===== config.mk =====
export PLATFORM = sky130hd
export DESIGN_NAME = snitch_icache_refill_arbiter
export DESIGN_NICKNAME = d
export VERILOG_FILES = /design/src/rtl/snitch_icache_pkg.sv /design/src/rtl/snitch_icache_rr_pick.sv /design/src/rtl/snitch_icache_refill_arbiter.sv
export SDC_FILE = /design/constraint.sdc
export NUM_CORES = 1
export LEC_CHECK = 0
export ABC_AREA = 1
export CAP_MARGIN = 10
export CORE_AREA = 10 10 165 167
export DETAILED_ROUTE_END_ITERATION = 7
export DIE_AREA = 0 0 175 177
export PLACE_DENSITY_LB_ADDON = 0.15
export SYNTH_ARGS = -nofsm -noshare
export SYNTH_HDL_FRONTEND = slang
export SYNTH_SLANG_ARGS = --single-unit

===== constraint.sdc =====
create_clock -name clk_i -period 2.47 [get_ports clk_i]
set_input_delay 0.494 -clock clk_i [delete_from_list [all_inputs] [get_ports clk_i]]
set_output_delay 0.494 -clock clk_i [all_outputs]
set_load 0.01 [all_outputs]

===== src/rtl/snitch_icache_pkg.sv =====
// Shared instruction-cache types: refill arbiter state and the cache configuration record.
package snitch_icache_pkg;

    typedef enum logic [0:0] {
        IDLE   = 1'b0,
        LOCKED = 1'b1
    } refill_arb_state_e;

    typedef struct packed {
        logic [31:0] nr_fetch_ports;
        logic [31:0] fetch_aw;
        logic [31:0] line_width;
        logic [31:0] id_width;
    } config_t;

    // Wide enough for the largest allowed per-port in-flight limit (7).
    localparam int unsigned OUTSTANDING_CNT_W = 3;

endpackage


===== src/rtl/snitch_icache_rr_pick.sv =====
// Combinational round-robin selector: first set bit of the mask at or after the pointer, wrapping.
module snitch_icache_rr_pick #(
    parameter int unsigned N  = 4,
    parameter int unsigned IW = 2
) (
    input  logic [N-1:0]  mask,
    input  logic [IW-1:0] ptr,
    output logic [IW-1:0] idx,
    output logic          valid
);

    logic [IW-1:0] cand_s;

    // Scan candidates starting at the pointer and keep the first eligible one.
    always_comb begin
        idx    = '0;
        valid  = 1'b0;
        cand_s = '0;
        for (int unsigned i = 0; i < N; i++) begin
            cand_s = IW'((32'(ptr) + i) % N);
            if (!valid && mask[cand_s]) begin
                idx   = cand_s;
                valid = 1'b1;
            end else begin
                valid = valid;
            end
        end
    end

endmodule


===== src/rtl/snitch_icache_refill_arbiter.sv =====
// Round-robin arbiter sharing the L1 lookup/refill port among the L0 miss handlers.
// Optional per-port stall counters are built when SNITCH_ICACHE_REFILL_ARB_STALL_CNT_EN is defined.
module snitch_icache_refill_arbiter
    import snitch_icache_pkg::*;
#(
    parameter int unsigned NR_FETCH_PORTS  = 4,
    parameter int unsigned FETCH_AW        = 32,
    parameter int unsigned LINE_WIDTH      = 128,
    parameter int unsigned MAX_OUTSTANDING = 2,
    parameter int unsigned ID_WIDTH        = $clog2(NR_FETCH_PORTS)
) (
    input  logic                                     clk_i,
    input  logic                                     rst_i,
    input  logic [NR_FETCH_PORTS-1:0][FETCH_AW-1:0]  in_addr_i,
    input  logic [NR_FETCH_PORTS-1:0]                in_valid_i,
    output logic [NR_FETCH_PORTS-1:0]                in_ready_o,
    output logic [LINE_WIDTH-1:0]                    in_rsp_data_o,
    output logic                                     in_rsp_error_o,
    output logic [NR_FETCH_PORTS-1:0]                in_rsp_valid_o,
    input  logic [NR_FETCH_PORTS-1:0]                in_rsp_ready_i,
    output logic [FETCH_AW-1:0]                      out_addr_o,
    output logic [ID_WIDTH-1:0]                      out_id_o,
    output logic                                     out_valid_o,
    input  logic                                     out_ready_i,
    input  logic [LINE_WIDTH-1:0]                    out_rsp_data_i,
    input  logic                                     out_rsp_error_i,
    input  logic [ID_WIDTH-1:0]                      out_rsp_id_i,
    input  logic                                     out_rsp_valid_i,
    output logic                                     out_rsp_ready_o
`ifdef SNITCH_ICACHE_REFILL_ARB_STALL_CNT_EN
    ,
    output logic [NR_FETCH_PORTS-1:0][15:0]          stall_cnt_o
`endif
);

    localparam int unsigned CNT_W = OUTSTANDING_CNT_W;

    refill_arb_state_e                        state_r;
    logic [ID_WIDTH-1:0]                      lock_idx_r;
    logic [ID_WIDTH-1:0]                      rr_ptr_r;
    logic [NR_FETCH_PORTS-1:0][CNT_W-1:0]     cnt_r;

    logic [NR_FETCH_PORTS-1:0]                eligible_s;
    logic [ID_WIDTH-1:0]                      pick_idx_s;
    logic                                     pick_valid_s;
    logic [ID_WIDTH-1:0]                      grant_idx_s;
    logic                                     grant_valid_s;
    logic                                     req_hs_s;
    logic                                     rsp_id_ok_s;
    logic                                     rsp_hs_s;
    logic                                     rsp_cnt_zero_s;
    logic [NR_FETCH_PORTS-1:0]                inc_s;
    logic [NR_FETCH_PORTS-1:0]                dec_s;

    // A full port is masked, but a port already locked keeps its grant below.
    always_comb begin
        for (int unsigned p = 0; p < NR_FETCH_PORTS; p++) begin
            eligible_s[p] = in_valid_i[p] && (cnt_r[p] < CNT_W'(MAX_OUTSTANDING));
        end
    end

    snitch_icache_rr_pick #(
        .N  (NR_FETCH_PORTS),
        .IW (ID_WIDTH)
    ) i_rr_pick (
        .mask  (eligible_s),
        .ptr   (rr_ptr_r),
        .idx   (pick_idx_s),
        .valid (pick_valid_s)
    );

    // Grant source: fresh pick when idle, latched port while locked.
    always_comb begin
        if (state_r == LOCKED) begin
            grant_idx_s   = lock_idx_r;
            grant_valid_s = in_valid_i[lock_idx_r];
        end else begin
            grant_idx_s   = pick_idx_s;
            grant_valid_s = pick_valid_s;
        end
    end

    assign rsp_id_ok_s = (32'(out_rsp_id_i) < NR_FETCH_PORTS);

    // Combinational request/response steering, forced to reset values while in reset.
    always_comb begin
        in_ready_o      = '0;
        out_addr_o      = '0;
        out_id_o        = '0;
        out_valid_o     = 1'b0;
        in_rsp_valid_o  = '0;
        out_rsp_ready_o = 1'b0;
        in_rsp_data_o   = '0;
        in_rsp_error_o  = 1'b0;
        if (!rst_i) begin
            in_rsp_data_o  = out_rsp_data_i;
            in_rsp_error_o = out_rsp_error_i;
            if (grant_valid_s) begin
                in_ready_o[grant_idx_s] = out_ready_i;
                out_addr_o              = in_addr_i[grant_idx_s];
                out_id_o                = grant_idx_s;
                out_valid_o             = 1'b1;
            end else begin
                out_valid_o = 1'b0;
            end
            // Out-of-range tags are swallowed so the downstream never blocks.
            if (rsp_id_ok_s) begin
                in_rsp_valid_o[out_rsp_id_i] = out_rsp_valid_i;
                out_rsp_ready_o              = in_rsp_ready_i[out_rsp_id_i];
            end else begin
                out_rsp_ready_o = 1'b1;
            end
        end else begin
            out_valid_o = 1'b0;
        end
    end

    assign req_hs_s       = out_valid_o && out_ready_i;
    assign rsp_hs_s       = out_rsp_valid_i && out_rsp_ready_o && rsp_id_ok_s;
    assign rsp_cnt_zero_s = rsp_id_ok_s && (cnt_r[out_rsp_id_i] == '0);

    // Per-port increment on request handshake, decrement on response handshake (never below 0).
    always_comb begin
        for (int unsigned p = 0; p < NR_FETCH_PORTS; p++) begin
            inc_s[p] = req_hs_s && (grant_idx_s == ID_WIDTH'(p));
            dec_s[p] = rsp_hs_s && (out_rsp_id_i == ID_WIDTH'(p)) && (cnt_r[p] != '0);
        end
    end

    // Arbitration FSM, round-robin pointer and outstanding counters.
    always_ff @(posedge clk_i) begin
        if (rst_i) begin
            state_r    <= IDLE;
            lock_idx_r <= '0;
            rr_ptr_r   <= '0;
            cnt_r      <= '0;
        end else begin
            case (state_r)
                IDLE: begin
                    if (grant_valid_s && !out_ready_i) begin
                        state_r    <= LOCKED;
                        lock_idx_r <= grant_idx_s;
                    end
                end
                LOCKED: begin
                    if (req_hs_s) begin
                        state_r <= IDLE;
                    end
                end
                default: state_r <= IDLE;
            endcase
            if (req_hs_s) begin
                rr_ptr_r <= (grant_idx_s == ID_WIDTH'(NR_FETCH_PORTS - 1)) ? '0
                                                                           : grant_idx_s + ID_WIDTH'(1);
            end
            for (int unsigned p = 0; p < NR_FETCH_PORTS; p++) begin
                case ({inc_s[p], dec_s[p]})
                    2'b10:   cnt_r[p] <= cnt_r[p] + CNT_W'(1);
                    2'b01:   cnt_r[p] <= cnt_r[p] - CNT_W'(1);
                    default: cnt_r[p] <= cnt_r[p];
                endcase
            end
        end
    end

`ifdef SNITCH_ICACHE_REFILL_ARB_STALL_CNT_EN
    logic [NR_FETCH_PORTS-1:0][15:0] stall_cnt_r;

    // Saturating count of cycles each port waits with a pending request.
    always_ff @(posedge clk_i) begin
        if (rst_i) begin
            stall_cnt_r <= '0;
        end else begin
            for (int unsigned p = 0; p < NR_FETCH_PORTS; p++) begin
                if (in_valid_i[p] && !in_ready_o[p] && (stall_cnt_r[p] != 16'hFFFF)) begin
                    stall_cnt_r[p] <= stall_cnt_r[p] + 16'd1;
                end
            end
        end
    end

    assign stall_cnt_o = rst_i ? '0 : stall_cnt_r;
`endif

    snitch_icache_refill_arbiter_chk i_chk (
        .clk_i        (clk_i),
        .rst_i        (rst_i),
        .rsp_fire     (out_rsp_valid_i && out_rsp_ready_o),
        .rsp_id_ok    (rsp_id_ok_s),
        .rsp_cnt_zero (rsp_cnt_zero_s)
    );

endmodule

// Protocol checks on the response side: tag range and no response without an outstanding miss.
module snitch_icache_refill_arbiter_chk (
    input logic clk_i,
    input logic rst_i,
    input logic rsp_fire,
    input logic rsp_id_ok,
    input logic rsp_cnt_zero
);

    rsp_tag_in_range: assert property (@(posedge clk_i) disable iff (rst_i)
        rsp_fire |-> rsp_id_ok);

    rsp_has_outstanding: assert property (@(posedge clk_i) disable iff (rst_i)
        (rsp_fire && rsp_id_ok) |-> !rsp_cnt_zero);

endmodule


==> run metrics, run 1 <==
outcome complete, but fails checks; violations in the final reports negative setup slack; average routed wire per standard cell between 15 and 20 um; final number of setup-violating endpoints between 40 and 50; type of the most critical hold path reg2reg; first-pass iteration count of the detailed router 4; data arrival time of the worst path about 2.3 ns; area growth from synthesis to layout 154%; Mapped Nets ~1100; Total Wirelength a little under 30000 um; Final Hold Violating Endpoints 0; Setup WS pre-CTS -1.01 ns; Antenna Violating Nets Remaining 0; total power per unit cell area approximately 470 nW/um2; hold slack 0.451 ns; Netlist Area Pre-Place 4070 um2; area of the core around 24000 um2; compound-gate portion of the synthesized area under 10%; cell type with the largest total area after synthesis inv_1; dpl cells approximately 1600; unrepaired setup endpoints after global routing true; number of buffers on the longest clock path 2; library cell with the highest instance count after synthesis inv_1; most used flip-flop cell after synthesis dfxtp_1; Clock Sink Count 17; die boundary height 177 um; FF-to-FF Start cnt_r[2]$_SDFFE_PP0P_; kind of end point of the critical path primary output; floorplan die area 31000 um2; area occupied by multi-input gates between 3000 and 4000 um2; routability congestion estimate from global placement around 0.85; Row Count 57; number of input and output port buffers inserted between 400 and 500; overall fraction of global-route tracks in use ~18%; CP Buf/Inv Count 4; starting density of the core between 15 and 20%; count of routing violations after the opening detailed-route iteration 325; Final Skew roughly 0.0028 ns; final worst path period need 2.80 ns; final critical-path setup slack -0.334 ns; multiplexer fraction of the synthesized cell area less than 1%; Post-Synth Simple-Gate Area a little under three fifths; post-DP HPWL roughly 24000 um; initial antenna violation count 2; via count 6635; pin count of the biggest net entering global routing 65; maximum fanout encountered on the critical timing path 7; net count of the finished layout about 1600; cells along the critical path nor2_4 -> nand3_2 -> nand2_2 -> nand2_1 -> nand2_2 -> a21oi_1 -> nand2_1 -> nand3_4 -> buf_12 -> buf_4 -> clkbuf_16 -> nand3b_1 -> nand3_2 -> nand2_1 -> buf_2; dominant combinational cell family by area after synthesis simple AND/OR/NAND/NOR gates; cell at the slowest stage of the critical path dfxtp_2; count of pins on the block boundary between 400 and 500; unique cell type count in the Yosys netlist 27; CP top delay family simple AND/OR/NAND/NOR gates; Fillers 2569; Post-synth EDFFs 0; synthesis-stage register bit count 17; Fin Setup TNS -11.77 ns; Worst Hold Launch cnt_r[9]$_SDFFE_PP0P_; kind of launch point of the worst setup path flop; worst ir drop on vdd between 0.2 and 0.3 mV; biggest area contributors in the synthesized netlist inv_1, nand2_1, nor2_1; clock tree from TritonCTS done; post-synthesis adder-cell area fraction under 10%; P_leak between 4 and 5 nW; post-layout utilization of the core between 40 and 50%; largest stage delay on the critical path approximately 0.33 ns; Yosys warning count 0; critical path required time 1.98 ns; Worst-path clk slew about 0.050 ns; average vias per placed instance 4.07; Sequential Area approximately 350 um2; DRC Markers 0; share of synthesized area occupied by flip-flops and latches under 10%; max frequency between 300 and 400 MHz; Congestion Overflow GR 0; wire length of the first global-routing pass approximately 43000 um; cell chosen for the clock root clkbuf_16; count of placed standard cells in the final layout, fillers left out around 1600; async set-reset flop share out of synthesis 0%; source of the critical timing path cnt_r[4]$_SDFFE_PP0P_; parity-gate share of the synthesized area counting xor and xnor cells 0%; transition time at the pin with the least slew margin between 0.3 and 0.4 ns; H-tree depth reported by CTS 1; fraction of synthesized cell area taken by the top area cell type between 10% and 20%; max-cap violations 0; via count of the first global-routing pass ~6800; most repeated library cell on the critical path nand2_1; number of standard cells after synthesis ~800; Synth Area per Inst just over 5 um2; crit path kind reg2out; commonest cells in the synthesized netlist inv_1, nand2_1, nor2_1; Final Max Tran Viols 0; DIE WIDTH ~180 um; TritonCTS Buffers 3; later-pin clock latency in the skew report ~0.25 ns; final worst-path cycle share 114%; worst slew margin relative to its limit between 70 and 80%; share of layout cells above drive strength 1 a little under a quarter
[worst paths after layout]
path / slack [ns] / endpoint / cells after the start
min reg2reg: 0.45 / cnt_r[9]$_SDFFE_PP0P_ / 1
min: 0.45 / cnt_r[9]$_SDFFE_PP0P_ / 1
max reg2reg: -0.30 / cnt_r[11]$_SDFFE_PP0P_ / 21
max: -0.33 / out_addr_o[19] / 15
[state kept, by name, indices dropped and copies added, names as in the netlist]
name	cells
cnt_r	12
lock_idx_r	2
rr_ptr_r	2
state_r	1
[report_power, final]
part           internal (mW)  total (mW)  switching (mW)
combinational           2.20        4.23            2.03
sequential             0.303       0.330          0.0274
clock                  0.217       0.329           0.112
[worst reg2reg max path: stages, from the launching register on]
cell	delay [ns]
dfxtp_2	0.33
nor2_4	0.17
nand3_2	0.13
buf_6	0.14
nand3_2	0.06
nand2_2	0.07
nand2_4	0.08
nor2_2	0.03
nor2_1	0.11
nand3_2	0.10
nand2_4	0.12
buf_6	0.13
clkinv_4	0.06
ha_4	0.16
nand2_4	0.06
ha_4	0.13
inv_4	0.03
fa_2	0.36
a21oi_2	0.14
o21ai_2	0.07
o21ai_1	0.13
a21oi_1	0.05
[logic make-up after synthesis]
group,Yosys count
buffers and inverters,245
adder cells (fa/ha/maj),9
AND/OR/NAND/NOR,482
AO/OA/AOI/OAI,43
multiplexers,2
flip-flops,17
[cells in the final DEF (no fill, tap or decap), types with 3 or more instances in the layout]
cell type        count
buf_12              16
a21oi_1             16
nor2_4               9
dfxtp_2              6
buf_16               4
ha_4                 4
inv_2                5
buf_6               42
clkdlybuf4s15_2      3
clkbuf_16            4
o21ai_1              7
nand2_2             33
inv_1              183
nor2_1             142
inv_4                8
clkbuf_2             3
nand2_4              8
o21ai_2              5
fa_2                 3
a21oi_2              6
nand3_2             55
dfxtp_1             10
clkdlybuf4s50_1    395
nand3_1             61
o21ai_0              4
buf_2               12
buf_4               70
nand3b_1            32
nand2_1            135
[per-stage QoR]
| stage | power [mW] | area, um2 |
|---|---|---|
| finish | 4.89 | 10300 |
| global route | 5.25 | 10300 |
| CTS | 4.72 | 10000 |
| detailed placement | 3.73 | 9430 |
| global placement | 3.73 | 9430 |
| floorplan | 1.98 | 4190 |
[layer usage]
layer	global-route usage, %	routed length (um)	vias up
met3	9.02	3620	17
li1	-	-	3390
met5	0	0	-
met1	18.0	10400	2934
met2	32.8	15300	294
met4	2.65	320	0
[repair_timing]
| item | 4_1_cts | 5_1_grt |
|---|---|---|
| buffers inserted | 17 | 14 |
| pin swaps | 30 | 56 |
| setup endpoints to repair | 56 | 53 |
| hold buffers | 0 | 0 |
| gates resized for setup | 251 | 95 |
| cloned | 9 | 1 |
| hold endpoints to repair | 0 | 0 |
[layout make-up]
cell class | count | area share, %
diodes | 2 | 0.0484
clock buffers | 3 | 0.726
clock inverters | 1 | 0.0484
inverters | 198 | 7.48
multi-input cells | 536 | 30.5
flip-flops and latches | 17 | 3.40
well taps | 324 | 3.92
repair buffers | 551 | 53.9
No activity file was read; power rests on OpenSTA's default activity.
==> run 2: changes to the inputs <==
--- a/config.mk
+++ b/config.mk
@@ -11,6 +11,7 @@
 export DETAILED_ROUTE_END_ITERATION = 7
 export DIE_AREA = 0 0 175 177
 export PLACE_DENSITY_LB_ADDON = 0.15
+export SKIP_CTS_REPAIR_TIMING = 1
 export SYNTH_ARGS = -nofsm -noshare
 export SYNTH_HDL_FRONTEND = slang
 export SYNTH_SLANG_ARGS = --single-unit
==> run metrics, run 2 (synthesis results as in run 1) <==
final worst path period need 2.90 ns; P_leak ~5.0 nW; transition time at the pin with the least slew margin 0.319 ns; crit path kind reg2out; starting density of the core between 15 and 20%; number of cell instances on the worst register-to-register path 21; routability congestion estimate from global placement ~0.85; outcome complete, but fails checks; pin count of the biggest net entering global routing 65; kind of end point of the critical path primary output; Final Max Tran Viols 0; count of pins on the block boundary between 400 and 500; final number of setup-violating endpoints 46; Antenna Violating Nets Remaining 0; count of routing violations after the opening detailed-route iteration 349; post-layout utilization of the core 43.0%; number of buffers on the longest clock path 2; Congestion Overflow GR 0; average vias per placed instance about 4.1; Worst Hold Launch cnt_r[9]$_SDFFE_PP0P_; final critical-path setup slack -0.434 ns; TritonCTS Buffers 3; overall fraction of global-route tracks in use about 17%; largest stage delay on the critical path about 0.33 ns; final worst-path cycle share 118%; Worst Hold Path EP cnt_r[9]$_SDFFE_PP0P_; cell at the slowest stage of the critical path dfxtp_2; post-DP HPWL approximately 24000 um; floorplan die area approximately 31000 um2; violations in the final reports negative setup slack; Setup WS pre-CTS -1.01 ns; most common library cell in the layout ignoring fill and taps clkdlybuf4s50_1; share of total power in the clock network between 6 and 7%; part of the power in combinational logic roughly 87%; worst slew margin relative to its limit 78.7%; Worst-path clk slew roughly 0.050 ns; DIE WIDTH ~180 um; Top Registers cnt_r: 12 flops, lock_idx_r: 2 flops, rr_ptr_r: 2 flops; total power per unit cell area roughly 470 nW/um2; wire length of the first global-routing pass just over 40000 um; maximum fanout encountered on the critical timing path 7; source of the critical timing path cnt_r[2]$_SDFFE_PP0P_; FF-to-FF Start cnt_r[2]$_SDFFE_PP0P_; initial antenna violation count 2; Fin Setup TNS -12.74 ns; cells along the critical path nor2_4 -> nand3_2 -> nand2_2 -> nand2_1 -> nand2_2 -> a21oi_1 -> nand2_1 -> nand3_4 -> buf_6 -> buf_6 -> clkbuf_16 -> buf_6 -> nand3b_1 -> nand3_2 -> nand2_1 -> buf_2; later-pin clock latency in the skew report 0.25 ns; via count between 6000 and 7000; Clock Sink Count 17; net count of the finished layout 1587; Row Count 57; worst ir drop on vdd 0.212 mV; first-pass iteration count of the detailed router 6; max FFs per register 12; overall power consumption 4.88 mW; critical path required time a little under 2 ns; die boundary height roughly 180 um; number of input and output port buffers inserted 443; max frequency 344 MHz; number of cells on the worst hold path 1; area growth from synthesis to layout 153%; unrepaired setup endpoints after global routing true; Final Hold Violating Endpoints 0; clock tree from TritonCTS done; Net Sw Frac 45.2%; Final Skew roughly 0.0032 ns; average routed wire per standard cell between 15 and 20 um; Total Wirelength 30100 um; cell chosen for the clock root clkbuf_16; share of layout cells above drive strength 1 23.4%; via count of the first global-routing pass approximately 6600; register share of total power between 6 and 7%; top library cells by usage in the layout, fill and taps aside clkdlybuf4s50_1, inv_1, nor2_1; Switching Power about 2.2 mW; area of the core approximately 24000 um2; H-tree depth reported by CTS 1; kind of launch point of the worst setup path flop; Reg2Reg Setup Slack -0.35 ns; FF-to-FF End cnt_r[11]$_SDFFE_PP0P_; max-cap violations 0; data arrival time of the worst path approximately 2.4 ns; DRC Markers 0; most flop-heavy register cnt_r; Int Pwr 2.68 mW; CP Buf/Inv Count 5; CP top delay family simple AND/OR/NAND/NOR gates; type of the most critical hold path reg2reg
==> run 2: cell count changes in the layout (fill, tap and decap cells not counted), sizes merged <==
| cell | previous run | this run |
|---|---|---|
| dlygate4sd2 | 2 | 0 |
| clkinv | 2 | 1 |
| buf | 145 | 129 |
| clkdlybuf4s15 | 3 | 0 |
| dlymetal6s2s | 2 | 9 |
| clkbuf | 7 | 21 |
| inv | 197 | 198 |
==> run 2: cell type report <==
cell class	instances	area, um2
clock inverters	1	5.00
inverters	198	776
repair buffers	551	5530
clock buffers	3	75.1
diodes	2	5.00
fillers	2578	13700
multi-input cells	536	3150
well taps	324	405
flip-flops and latches	17	350
==> run 2: power by group through the flow <==
stage / sequential, mW / clock, mW / combinational [mW]
after detailed placement: 0.334 / 0 / 3.39
after CTS: 0.329 / 0.340 / 3.41
after global routing: 0.334 / 0.349 / 4.55
after global placement: 0.335 / 0 / 3.39
after floorplan: 0.325 / 0 / 1.66
final: 0.330 / 0.330 / 4.22
==> run 2: stage by stage <==
stage | instance area, um2 | cells | hold WS (ns)
after floorplan | 4190 | 798 | 0.422
after global placement | 9430 | 1593 | 0.435
after detailed placement | 9430 | 1593 | 0.439
after CTS | 9510 | 1597 | 0.447
after global routing | 10300 | 1632 | 0.472
final | 10300 | 1632 | 0.449
==> run 2: routing by layer <==
metal	GRT usage (%)	vias up	routed length, um
li1	-	3396	-
met2	30.1	294	15500
met5	0	-	0
met4	2.76	0	386
met1	16.8	2903	10600
met3	9.02	20	3600
==> run 2: worst register-to-register path, stage by stage, from the launching register on <==
cell and delay, ns:
dfxtp_2 0.33, nor2_4 0.17, nand3_2 0.13, buf_6 0.14
nand3_2 0.06, nand2_2 0.06, nand2_2 0.08, nor2_1 0.04
nor2_1 0.13, nand3_2 0.11, nand2_4 0.14, buf_12 0.14
inv_8 0.04, ha_4 0.15, nand2_4 0.06, ha_4 0.13
inv_4 0.03, fa_2 0.35, a21oi_2 0.16, o21ai_2 0.08
o21ai_1 0.13, a21oi_1 0.05
==> run 2: worst max path at each step <==
stage / depth (start not counted) / slack, ns / endpoint
2_1_floorplan: 20 / -0.008 / cnt_r[1]$_SDFFE_PP0P_
3_3_place_gp: 15 / -1.00 / out_addr_o[30]
3_5_place_dp: 15 / -1.01 / out_addr_o[30]
4_1_cts: 15 / -1.01 / out_addr_o[30]
5_1_grt: 16 / -0.56 / out_addr_o[26]
6_report: 16 / -0.43 / out_addr_o[26]
